File: config.mk
export PLATFORM = sky130hd
export DESIGN_NAME = psd_digital_core_flat
export DESIGN_NICKNAME = d
export VERILOG_FILES = /design/src/rtl/psd_digital_core_pkg.sv /design/src/rtl/psd_digital_core_if.sv /design/src/rtl/psd_uart_link.sv /design/src/rtl/psd_digital_core.sv /design/src/flat_wrapper.sv
export SDC_FILE = /design/constraint.sdc
export NUM_CORES = 1
export LEC_CHECK = 0
export BUFFER_PORTS_ARGS = -buffer_cell sky130_fd_sc_hd__buf_2
export CAP_MARGIN = 20
export CORE_UTILIZATION = 45
export DETAILED_ROUTE_END_ITERATION = 6
export GPL_ROUTABILITY_DRIVEN = 0
export PLACE_DENSITY_LB_ADDON = 0.3
export SYNTH_ARGS = -nofsm -noshare
export SYNTH_HDL_FRONTEND = slang
export SYNTH_SLANG_ARGS = --single-unit
File: constraint.sdc
create_clock -name clk -period 6.35 [get_ports clk]
set_input_delay 0.3175 -clock clk [delete_from_list [all_inputs] [get_ports clk]]
set_output_delay 0.3175 -clock clk [all_outputs]
set_load 0.01 [all_outputs]
File: src/rtl/psd_digital_core_pkg.sv
// PSD digital core: shared constants, packet layout, link FSM states.
// Holds register-file defaults, packet field positions and the 16x oversample factor.
package psd_digital_core_pkg;

    localparam int DEF_NUMREGS   = 16;
    localparam int DEF_WORDWIDTH = 8;
    localparam int OVERSAMPLE    = 16;
    localparam int PKT_BITS      = 18;

    localparam int WRB_BIT  = 0;
    localparam int DATA_LSB = 1;
    localparam int DATA_MSB = 8;
    localparam int ADDR_LSB = 9;
    localparam int ADDR_MSB = 16;
    localparam int PAR_BIT  = 17;

    localparam logic [7:0] REG_DEF_ZERO  = 8'h00;
    localparam logic [7:0] REG_DEF_OTHER = 8'h80;

    localparam logic [DEF_NUMREGS-1:0][7:0] REG_DEFAULTS =
        {{(DEF_NUMREGS-1){REG_DEF_OTHER}}, REG_DEF_ZERO};

    // Field order matches bit positions above: parity at MSB, wrb at LSB.
    typedef struct packed {
        logic       parity;
        logic [7:0] addr;
        logic [7:0] data;
        logic       wrb;
    } pkt_t;

    typedef enum logic [1:0] {
        ST_IDLE,
        ST_START,
        ST_DATA,
        ST_STOP
    } link_state_t;

    // Parity bit that makes the whole 18-bit packet hold an odd number of ones.
    function automatic logic odd_parity(input logic [PAR_BIT-1:0] body);
        return ~^body;
    endfunction

endpackage

File: src/rtl/psd_digital_core_if.sv
// PSD digital core: serial link bundle (posi command in, piso reply out).
// master = host side, slave = core side.
interface psd_digital_core_if;
    logic posi;
    logic piso;

    modport master (output posi, input piso);
    modport slave  (input  posi, output piso);
endinterface

File: src/rtl/psd_uart_link.sv
// PSD UART link: 16x-oversampled RX deframer and TX serializer.
// Ports: clk, reset_n, ser (posi/piso), rx_valid/rx_pkt out, tx_valid/tx_ready/tx_pkt in.
module psd_uart_link
    import psd_digital_core_pkg::*;
(
    input  logic              clk,
    input  logic              reset_n,
    psd_digital_core_if.slave ser,
    output logic              rx_valid,
    output pkt_t              rx_pkt,
    input  logic              tx_valid,
    output logic              tx_ready,
    input  pkt_t              tx_pkt
);

    localparam int CW = $clog2(OVERSAMPLE);
    localparam logic [CW-1:0] MID  = CW'(OVERSAMPLE / 2 - 1);
    localparam logic [CW-1:0] LAST = CW'(OVERSAMPLE - 1);
    localparam logic [4:0] LAST_BIT = 5'(PKT_BITS - 1);

    // ---------------- RX ----------------
    logic [2:0]          rx_sync;
    link_state_t         rx_state;
    logic [CW-1:0]       rx_cnt;
    logic [4:0]          rx_idx;
    logic [PKT_BITS-1:0] rx_shift;
    logic                rx_bit;
    logic                rx_fall;

    // rx_sync[1] is the synchronized line; rx_sync[2] its previous value.
    assign rx_bit  = rx_sync[1];
    assign rx_fall = rx_sync[2] & ~rx_sync[1];

    always_ff @(posedge clk or negedge reset_n) begin
        if (!reset_n) begin
            rx_sync  <= 3'b111;
            rx_state <= ST_IDLE;
            rx_cnt   <= '0;
            rx_idx   <= '0;
            rx_shift <= '0;
            rx_valid <= 1'b0;
            rx_pkt   <= '0;
        end else begin
            rx_sync  <= {rx_sync[1:0], ser.posi};
            rx_valid <= 1'b0;
            unique case (rx_state)
                ST_IDLE: begin
                    if (rx_fall) begin
                        rx_state <= ST_START;
                        rx_cnt   <= '0;
                    end
                end
                ST_START: begin
                    rx_cnt <= rx_cnt + 1'b1;
                    if (rx_cnt == MID && rx_bit) begin
                        rx_state <= ST_IDLE;
                    end else if (rx_cnt == LAST) begin
                        rx_state <= ST_DATA;
                        rx_idx   <= '0;
                    end
                end
                ST_DATA: begin
                    rx_cnt <= rx_cnt + 1'b1;
                    // LSB arrives first, so shift in from the top.
                    if (rx_cnt == MID) begin
                        rx_shift <= {rx_bit, rx_shift[PKT_BITS-1:1]};
                    end
                    if (rx_cnt == LAST) begin
                        if (rx_idx == LAST_BIT) begin
                            rx_state <= ST_STOP;
                        end else begin
                            rx_idx <= rx_idx + 1'b1;
                        end
                    end
                end
                ST_STOP: begin
                    rx_cnt <= rx_cnt + 1'b1;
                    if (rx_cnt == MID) begin
                        rx_state <= ST_IDLE;
                        if (rx_bit) begin
                            rx_valid <= 1'b1;
                            rx_pkt   <= pkt_t'(rx_shift);
                        end
                    end
                end
                default: rx_state <= ST_IDLE;
            endcase
        end
    end

    // ---------------- TX ----------------
    link_state_t         tx_state;
    logic [CW-1:0]       tx_cnt;
    logic [4:0]          tx_idx;
    logic [PKT_BITS-1:0] tx_shift;
    logic                piso_q;

    assign tx_ready = (tx_state == ST_IDLE);
    assign ser.piso = piso_q;

    always_ff @(posedge clk or negedge reset_n) begin
        if (!reset_n) begin
            tx_state <= ST_IDLE;
            tx_cnt   <= '0;
            tx_idx   <= '0;
            tx_shift <= '0;
            piso_q   <= 1'b1;
        end else begin
            unique case (tx_state)
                ST_IDLE: begin
                    piso_q <= 1'b1;
                    if (tx_valid) begin
                        tx_state <= ST_START;
                        tx_shift <= tx_pkt;
                        tx_cnt   <= '0;
                        piso_q   <= 1'b0;
                    end
                end
                ST_START: begin
                    tx_cnt <= tx_cnt + 1'b1;
                    if (tx_cnt == LAST) begin
                        tx_state <= ST_DATA;
                        tx_idx   <= '0;
                        piso_q   <= tx_shift[0];
                        tx_shift <= tx_shift >> 1;
                    end
                end
                ST_DATA: begin
                    tx_cnt <= tx_cnt + 1'b1;
                    if (tx_cnt == LAST) begin
                        if (tx_idx == LAST_BIT) begin
                            tx_state <= ST_STOP;
                            piso_q   <= 1'b1;
                        end else begin
                            tx_idx   <= tx_idx + 1'b1;
                            piso_q   <= tx_shift[0];
                            tx_shift <= tx_shift >> 1;
                        end
                    end
                end
                ST_STOP: begin
                    tx_cnt <= tx_cnt + 1'b1;
                    piso_q <= 1'b1;
                    if (tx_cnt == LAST) begin
                        tx_state <= ST_IDLE;
                    end
                end
                default: tx_state <= ST_IDLE;
            endcase
        end
    end

endmodule

File: src/rtl/psd_digital_core.sv
// PSD digital core: UART-accessed configuration register file driving the analog core.
// Ports: clk, reset_n, ser (posi/piso), config_bits (register n at [8n+7:8n]). Option: UART_PARITY_CHECK_EN.
module psd_digital_core
    import psd_digital_core_pkg::*;
#(
    parameter int NUMREGS   = DEF_NUMREGS,
    parameter int WORDWIDTH = DEF_WORDWIDTH
) (
    input  logic                           clk,
    input  logic                           reset_n,
    psd_digital_core_if.slave              ser,
    output logic [NUMREGS*WORDWIDTH-1:0]   config_bits
);

    localparam int AW = (NUMREGS > 1) ? $clog2(NUMREGS) : 1;
    localparam logic [NUMREGS-1:0][WORDWIDTH-1:0] RST_IMG =
        {{(NUMREGS-1){WORDWIDTH'(REG_DEF_OTHER)}}, WORDWIDTH'(REG_DEF_ZERO)};

    logic [NUMREGS-1:0][WORDWIDTH-1:0] regs;

    logic    rx_valid;
    pkt_t    rx_pkt;
    logic    tx_ready;
    logic    rep_valid;
    pkt_t    rep_pkt;
    pkt_t    rep_next;
    logic    accept;
    logic    addr_ok;
    logic    do_write;
    logic    par_ok;
    logic [AW-1:0] idx;
    logic [7:0]    rd_data;

    psd_uart_link u_link (
        .clk      (clk),
        .reset_n  (reset_n),
        .ser      (ser),
        .rx_valid (rx_valid),
        .rx_pkt   (rx_pkt),
        .tx_valid (rep_valid),
        .tx_ready (tx_ready),
        .tx_pkt   (rep_pkt)
    );

    assign par_ok  = ^rx_pkt;
    assign addr_ok = ({24'd0, rx_pkt.addr} < NUMREGS);
    assign idx     = rx_pkt.addr[AW-1:0];

`ifdef UART_PARITY_CHECK_EN
    assign accept = rx_valid & par_ok;
`else
    logic par_unused;
    assign par_unused = par_ok;
    assign accept     = rx_valid;
`endif

    assign do_write = accept & ~rx_pkt.wrb & addr_ok;

    // Reply carries post-write contents; out-of-range addresses read as zero.
    always_comb begin
        rd_data = '0;
        if (addr_ok) begin
            rd_data = rx_pkt.wrb ? 8'(regs[idx]) : rx_pkt.data;
        end
    end

    always_comb begin
        rep_next        = '0;
        rep_next.wrb    = rx_pkt.wrb;
        rep_next.addr   = rx_pkt.addr;
        rep_next.data   = rd_data;
        rep_next.parity = odd_parity({rx_pkt.addr, rd_data, rx_pkt.wrb});
    end

    always_ff @(posedge clk or negedge reset_n) begin
        if (!reset_n) begin
            regs <= RST_IMG;
        end else if (do_write) begin
            regs[idx] <= WORDWIDTH'(rx_pkt.data);
        end
    end

    // Single reply slot: new replies are dropped while it is occupied.
    always_ff @(posedge clk or negedge reset_n) begin
        if (!reset_n) begin
            rep_valid <= 1'b0;
            rep_pkt   <= '0;
        end else if (accept && !rep_valid) begin
            rep_valid <= 1'b1;
            rep_pkt   <= rep_next;
        end else if (rep_valid && tx_ready) begin
            rep_valid <= 1'b0;
        end
    end

    assign config_bits = regs;

endmodule

File: src/flat_wrapper.sv
// flat-port wrapper written by rule: the top's interface ports become plain ports
module psd_digital_core_flat import psd_digital_core_pkg::*;
#(
    parameter int NUMREGS   = DEF_NUMREGS,
    parameter int WORDWIDTH = DEF_WORDWIDTH
)
  (clk, reset_n, config_bits, ser_posi, ser_piso);
  psd_digital_core_if ser_i ();
  input  logic clk;
  input  logic reset_n;
  output logic [NUMREGS*WORDWIDTH-1:0] config_bits;
  input wire logic [$bits(ser_i.posi)-1:0] ser_posi;
  output wire logic [$bits(ser_i.piso)-1:0] ser_piso;
  assign ser_i.posi = ser_posi;
  assign ser_piso = ser_i.piso;
  psd_digital_core #(.NUMREGS(NUMREGS), .WORDWIDTH(WORDWIDTH)) u_core (.clk(clk), .reset_n(reset_n), .ser(ser_i), .config_bits(config_bits));
endmodule
* After elaboration in Yosys (flattened, before gate mapping)
Cells that the tools add are included.
W data, S select, Z words.
** Storage, ports and cells
- Bits in registers :: 227
- Bits of input ports :: 3
- Output and inout bits :: 129
- Logic and storage cells :: 142
** Operators by class
- Add/sub/neg operators :: 4
- Order comparisons :: 3
- Equality and inequality tests :: 25
- Muxes and demuxes :: 48
- Bitwise gates (word level) :: 5
- Reductions and logical operators :: 22
** Operators with widths (count)
- $bwmux W128 :: 1
- $mux W18 :: 4
- $pmux W18 S3 :: 1
- $mux W5 :: 7
- $bmux W8 S4 :: 1
- $demux W8 S4 :: 1
- $mux W8 :: 4
- $ne A2 B2 Y1 const B :: 13
- $mux W2 :: 11
- $pmux W5 S2 :: 2
- $reduce_and A5 Y1 :: 4
- $reduce_xnor A17 Y1 :: 1
- $pmux W2 S4 :: 2
- $pmux W4 S2 :: 2
- $add A5 B1 Y5 const B :: 2
- $eq A5 B5 Y1 const B :: 2
- $mux W1 :: 9
- $add A4 B1 Y4 const B :: 2
- $eq A2 B2 Y1 const B :: 4
- $eq A4 B4 Y1 const B :: 2
- $lt A8 B5 Y1 const B :: 1
- $mux W4 :: 2
- $reduce_bool A2 Y1 :: 3
- $reduce_or A3 Y1 :: 2
- 15 further kinds :: 24

* Longest topological paths before layout
- Depth after elaboration :: 5
- Depth in mapped cells :: 11
- Gate-level depth less buffers :: 9

* Modules after synthesis
Synthesis repeated with hierarchy kept, for this count alone.
** Second synthesis, totals
- Cell total of the unflattened synthesis :: 753
- Area, all modules :: 10641.5 um^2
** By module, submodules not included
- psd_digital_core :: times used 1, cells an instance 469, area an instance 6879.1 um^2, seq. area each 3697.3 um^2
- psd_uart_link :: times used 1, cells an instance 284, area an instance 3762.4 um^2, seq. area each 2031.9 um^2

* Least setup slack after synthesis
OpenSTA, ideal clock, no wires.
- Path type :: reg-to-reg
- Start :: register, netlist name u_core.u_link.rx_pkt[9]
- End :: register u_core.rep_pkt[17] in the netlist's numbering
- Setup time :: 123 ps
- Data arrival time :: 2214 ps
- Data required time :: 6227 ps
- Slack :: 4012 ps
- Cell stages (with the launch flop) :: 10
- Buffers on the path :: 1
- Period minus slack after synthesis :: 2338 ps
- Cells stage by stage :: dfrtp_1 -> buf_6 -> mux4_1 -> nor2b_1 -> a211oi_1 -> a211oi_2 -> xnor3_1 -> xnor2_2 -> xnor2_1 -> o21ai_1
** Between the ends
- Word-level cells in the longest chain between the ends :: 5
- Elaborated cells on any way between the ends :: 6
- Those cells by class :: 1 x order compare; 4 x mux; 1 x reduce/logical
** Ends and longest elaborated chain
- $bmux W8 S4 :: RTL line psd_digital_core.sv:63 : rd_data = rx_pkt.wrb ? 8'(regs[idx]) : rx_pkt.data;
- $mux W8 (implied by the code) :: RTL line psd_digital_core.sv:63
- $mux W8 :: RTL line psd_digital_core.sv:63
- $mux W8 :: RTL line psd_digital_core.sv:62 : if (addr_ok) begin
- $reduce_xnor A17 Y1 (*) :: RTL line psd_digital_core_pkg.sv:40 : return ~^body;
- to (signal assigned) :: RTL line psd_digital_core.sv:90 : rep_pkt <= rep_next;
- to (decl) :: RTL line psd_digital_core.sv:25 : pkt_t rep_pkt;
Mark *: on every way between the ends. The rest lies on a longest branch, timed or not. The select of a mux whose other input is x is not followed.
A chain may end at the register's enable or synchronous reset.

* Final worst setup path
- Start :: register, netlist name u_core.u_link.rx_pkt[9]
- End :: register u_core.rep_pkt[17] in the netlist's numbering
** Between the ends
- Word-level cells in the longest chain between the ends :: 5
- Elaborated cells on any way between the ends :: 6
- Those cells by class :: 1 x order compare; 4 x mux; 1 x reduce/logical
** Ends and longest elaborated chain (RTL line)
- $bmux W8 S4 :: psd_digital_core.sv:63
- $mux W8 (implied by the code) :: psd_digital_core.sv:63
- $mux W8 :: psd_digital_core.sv:63
- $mux W8 :: psd_digital_core.sv:62
- $reduce_xnor A17 Y1 (*) :: psd_digital_core_pkg.sv:40
Marked as above.

==> run summary <==
CTS root buf = clkbuf_16
Register area = 5710 um^2
Share of layout cells above drive strength 1 = 0.439
Area share of fa/ha/maj cells after synthesis = 0.0119
Clk sink count = 227
Pwr Density = 288 nW/um^2
Area used by multi-input combinational logic = 4510 um^2
Compound-cell area share of the yosys netlist = 0.0621
Worst Setup Slack, final = 2990 ps
Vias per Instance = 5.60
HP Class = flip-flop to flip-flop
Syn Inst Count = 782
Post-synth EDFFs = 0
Final setup violating endpoints = 0
Worst-path cell chain = buf_4 -> mux4_1 -> mux2_2 -> o22ai_1 -> o211ai_1 -> o211ai_2 -> xnor3_1 -> xnor2_1 -> o21ai_1
Post_cts resized = 0
Final Hold Viols = 0
CP max stage delay = 680 ps
HPWL after DPL = 16800 um
Max-slew violations = 0
Via count = 6757
Synth Flop Type = dfrtp_1
Synth Net Count = 795
Core area = 22700 um^2
Diode count = 0
Critical Path RT = 6720 ps
Crit path DAT = 3730 ps
WL final = 25100 um
Worst-Skew Late Latency = 530 ps
H-tree depth = 1
Rows = 55
DIE AREA = 23900 um^2
RSZ-0062 raised after global routing = false
Max IR drop VDD = 0.223 mV
Max Clk Rate = 297 MHz
Synth cell types = 55
Largest net degree at the start of global routing = 102
Area leader, netlist = dfrtp_1
Fin Clk Skew = 17.8 ps
Initial Util = 0.461
Initial DRC Count = 452
Vias in the first global route = 6766
Post-place setup slack = 3000 ps
WP buf/inv = 1
Antenna violations before repair = 0
Synth top area share = 0.497
DRT antenna net count = 0
Delay-heaviest family, CP = multiplexers
Setup tns final = 0 ps
Post-synthesis simple-gate area fraction = 0.0636
Max Fanout on Critical Path = 31
CTS Buf Count = 24
Synth Cell Area = 10500 um^2
Yosys reg bits = 227
Die Height = 155 um
Synthesis warning total = 0
Average wire per standard cell = 20.8 um
GRT Util Overall = 0.216
Slowest-stage cell, CP = dfrtp_2
Syn Area/Cell = 13.4 um^2
Synth Area in XOR/XNOR = 0.0142
Hold Startpoint = u_core.u_link.rx_sync[0]
Critical Path Source = u_core.u_link.rx_pkt[9]
Final net count = 917
Mux cell area share after synthesis = 0.278
DR DRC count = 0
Horiz. Die Dim = 155 um
Lkg Pwr = 0.00607 uW
Max_slew headroom = 0.277
First-pass GRT wire length = 40000 um
Worst slew pin tran = 1080 ps
Setup crit end kind = flip-flop
Clk buf depth = 3
Reg2reg start = u_core.u_link.rx_pkt[9]
Gr ovfl total = 0
Clock transition at path regs = 60 ps
Largest family of logic cells by synthesized area = multiplexers
DR pass1 iterations = 4
Post-layout min period = 3360 ps
Outcome = complete, no violations
Fill cells = 1935
WS Path Type = flip-flop to flip-flop
Max cap viols = 0
Register area share after synthesis = 0.545
Tcrit/Tclk final = 0.530
Largest cells by area after synthesis = dfrtp_1, mux2_2, dfstp_2
CTS tree = built
Worst Setup Start Kind = flip-flop
I/O Buffers = 131
Share of flip-flops with an asynchronous set or reset = 1.00
# IOs = 132
P&R area growth vs syn = 16.6%
## logic make-up (layout without fill, tap and decap cells)
family | Yosys count | count (layout)
and+or+nand+nor | 135 | 135
DFF | 227 | 227
buffers and inverters | 55 | 195
adders and majority gates | 10 | 10
AOI/OAI and AO/OA | 106 | 106
muxes | 236 | 236
xor gates and xnor gates | 13 | 13
## sequential cells by signal, indices dropped and copies added (netlist names), named ones only
name                    flops
u_core.u_link.tx_cnt        4
u_core.u_link.rx_pkt       17
u_core.config_bits        128
u_core.u_link.ser.piso      1
u_core.rep_pkt             18
u_core.u_link.rx_valid      1
u_core.u_link.tx_idx        5
u_core.u_link.rx_idx        5
u_core.u_link.rx_shift     18
u_core.u_link.tx_shift     18
u_core.u_link.rx_cnt        4
u_core.u_link.rx_state      1
u_core.rep_valid            1
u_core.u_link.tx_state      2
u_core.u_link.rx_sync       3
## final cells by class
type	count	share of cell area
flip-flops and latches	227	0.467
multi-input cells	500	0.370
repair buffers	139	0.0601
inverters	12	0.00369
clock buffers	31	0.0571
well taps	285	0.0292
clock inverters	13	0.0129
## metal layers
layer,track usage,share of wire
met1,0.331,0.49
met2,0.317,0.44
met3,0.0499,0.063
met4,0.0363,0.013
met5,0,0
## where the power goes
part / switching [uW] / total, uW / internal [uW]
Combinational: 276 / 451 / 175
Clock: 591 / 1490 / 899
Sequential: 60.2 / 1570 / 1510
## cells in the mapped netlist, types with 6 or more instances
| cell | instances |
|---|---|
| dfstp_2 | 19 |
| o31ai_1 | 6 |
| nor2b_1 | 8 |
| o22ai_1 | 9 |
| nor2_2 | 6 |
| inv_1 | 12 |
| dfrtp_1 | 208 |
| mux4_1 | 11 |
| a22o_1 | 6 |
| mux4_2 | 12 |
| buf_2 | 8 |
| nor2_1 | 12 |
| nand2b_1 | 9 |
| clkbuf_1 | 24 |
| o21ai_0 | 47 |
| nand3_1 | 17 |
| nor3_1 | 8 |
| a21oi_1 | 15 |
| nand2_1 | 59 |
| mux2i_1 | 37 |
| xnor2_1 | 6 |
| mux2_2 | 176 |
| ha_1 | 10 |
## metrics by stage
step,power [uW],hold slack (ps),util,instance area (um^2),std cells
2_1_floorplan,1920,21.9,-,10500,782
3_3_place_gp,2040,346,0.499,11300,1160
3_5_place_dp,2050,347,0.499,11300,1160
4_1_cts,3540,356,0.537,12200,1206
5_1_grt,3670,365,0.538,12200,1207
6_report,3510,355,0.538,12200,1207
## placed cells by master, fill, tap and decap left out, types with 3 or more instances in the layout
master / netlist / layout
buf_4: 4 / 5
nor2_2: 6 / 6
xor2_1: 4 / 4
dfstp_2: 19 / 19
mux2i_1: 37 / 37
bufinv_16: 0 / 3
o21ai_1: 4 / 4
o31ai_1: 6 / 6
dfrtp_1: 208 / 207
o22ai_1: 9 / 9
nand3_1: 17 / 17
inv_1: 12 / 12
nor2b_1: 8 / 8
mux2_2: 176 / 176
or2_2: 3 / 3
mux4_2: 12 / 12
ha_1: 10 / 10
a22o_1: 6 / 6
clkbuf_16: 0 / 24
buf_2: 8 / 130
nor3_1: 8 / 8
nor2_1: 12 / 12
nand2_1: 59 / 59
a21oi_1: 15 / 15
o221ai_1: 4 / 4
clkinv_2: 0 / 7
mux4_1: 11 / 11
clkbuf_8: 0 / 7
o21ai_0: 47 / 46
xnor2_1: 6 / 6
nand2b_1: 9 / 9
## worst paths after layout
path | slack [ps] | cells after the start | to
worst max-delay path | 2990 | 9 | u_core.rep_pkt[17]
min in group asynchronous | 440 | 2 | u_core.u_link.tx_idx[3]
worst min-delay path | 360 | 0 | u_core.u_link.rx_sync[1]
worst min register to register | 360 | 0 | u_core.u_link.rx_sync[1]
worst max register to register | 2990 | 9 | u_core.rep_pkt[17]
max in group asynchronous | 4610 | 3 | u_core.config_bits[74]
## worst register-to-register path, stage by stage (launching register included)
cell and delay (ps):
dfrtp_2 680, buf_4 540, mux4_1 630, mux2_2 280, o22ai_1 160, o211ai_1 130, o211ai_2 120, xnor3_1 440
xnor2_1 160, o21ai_1 70
## timing repair
action / in CTS / in global routing
endpoints found under the hold margin: 92 / 0
setup buffers: 0 / 0
hold buffers: 2 / 0
Power figures use the tool's default switching activity.
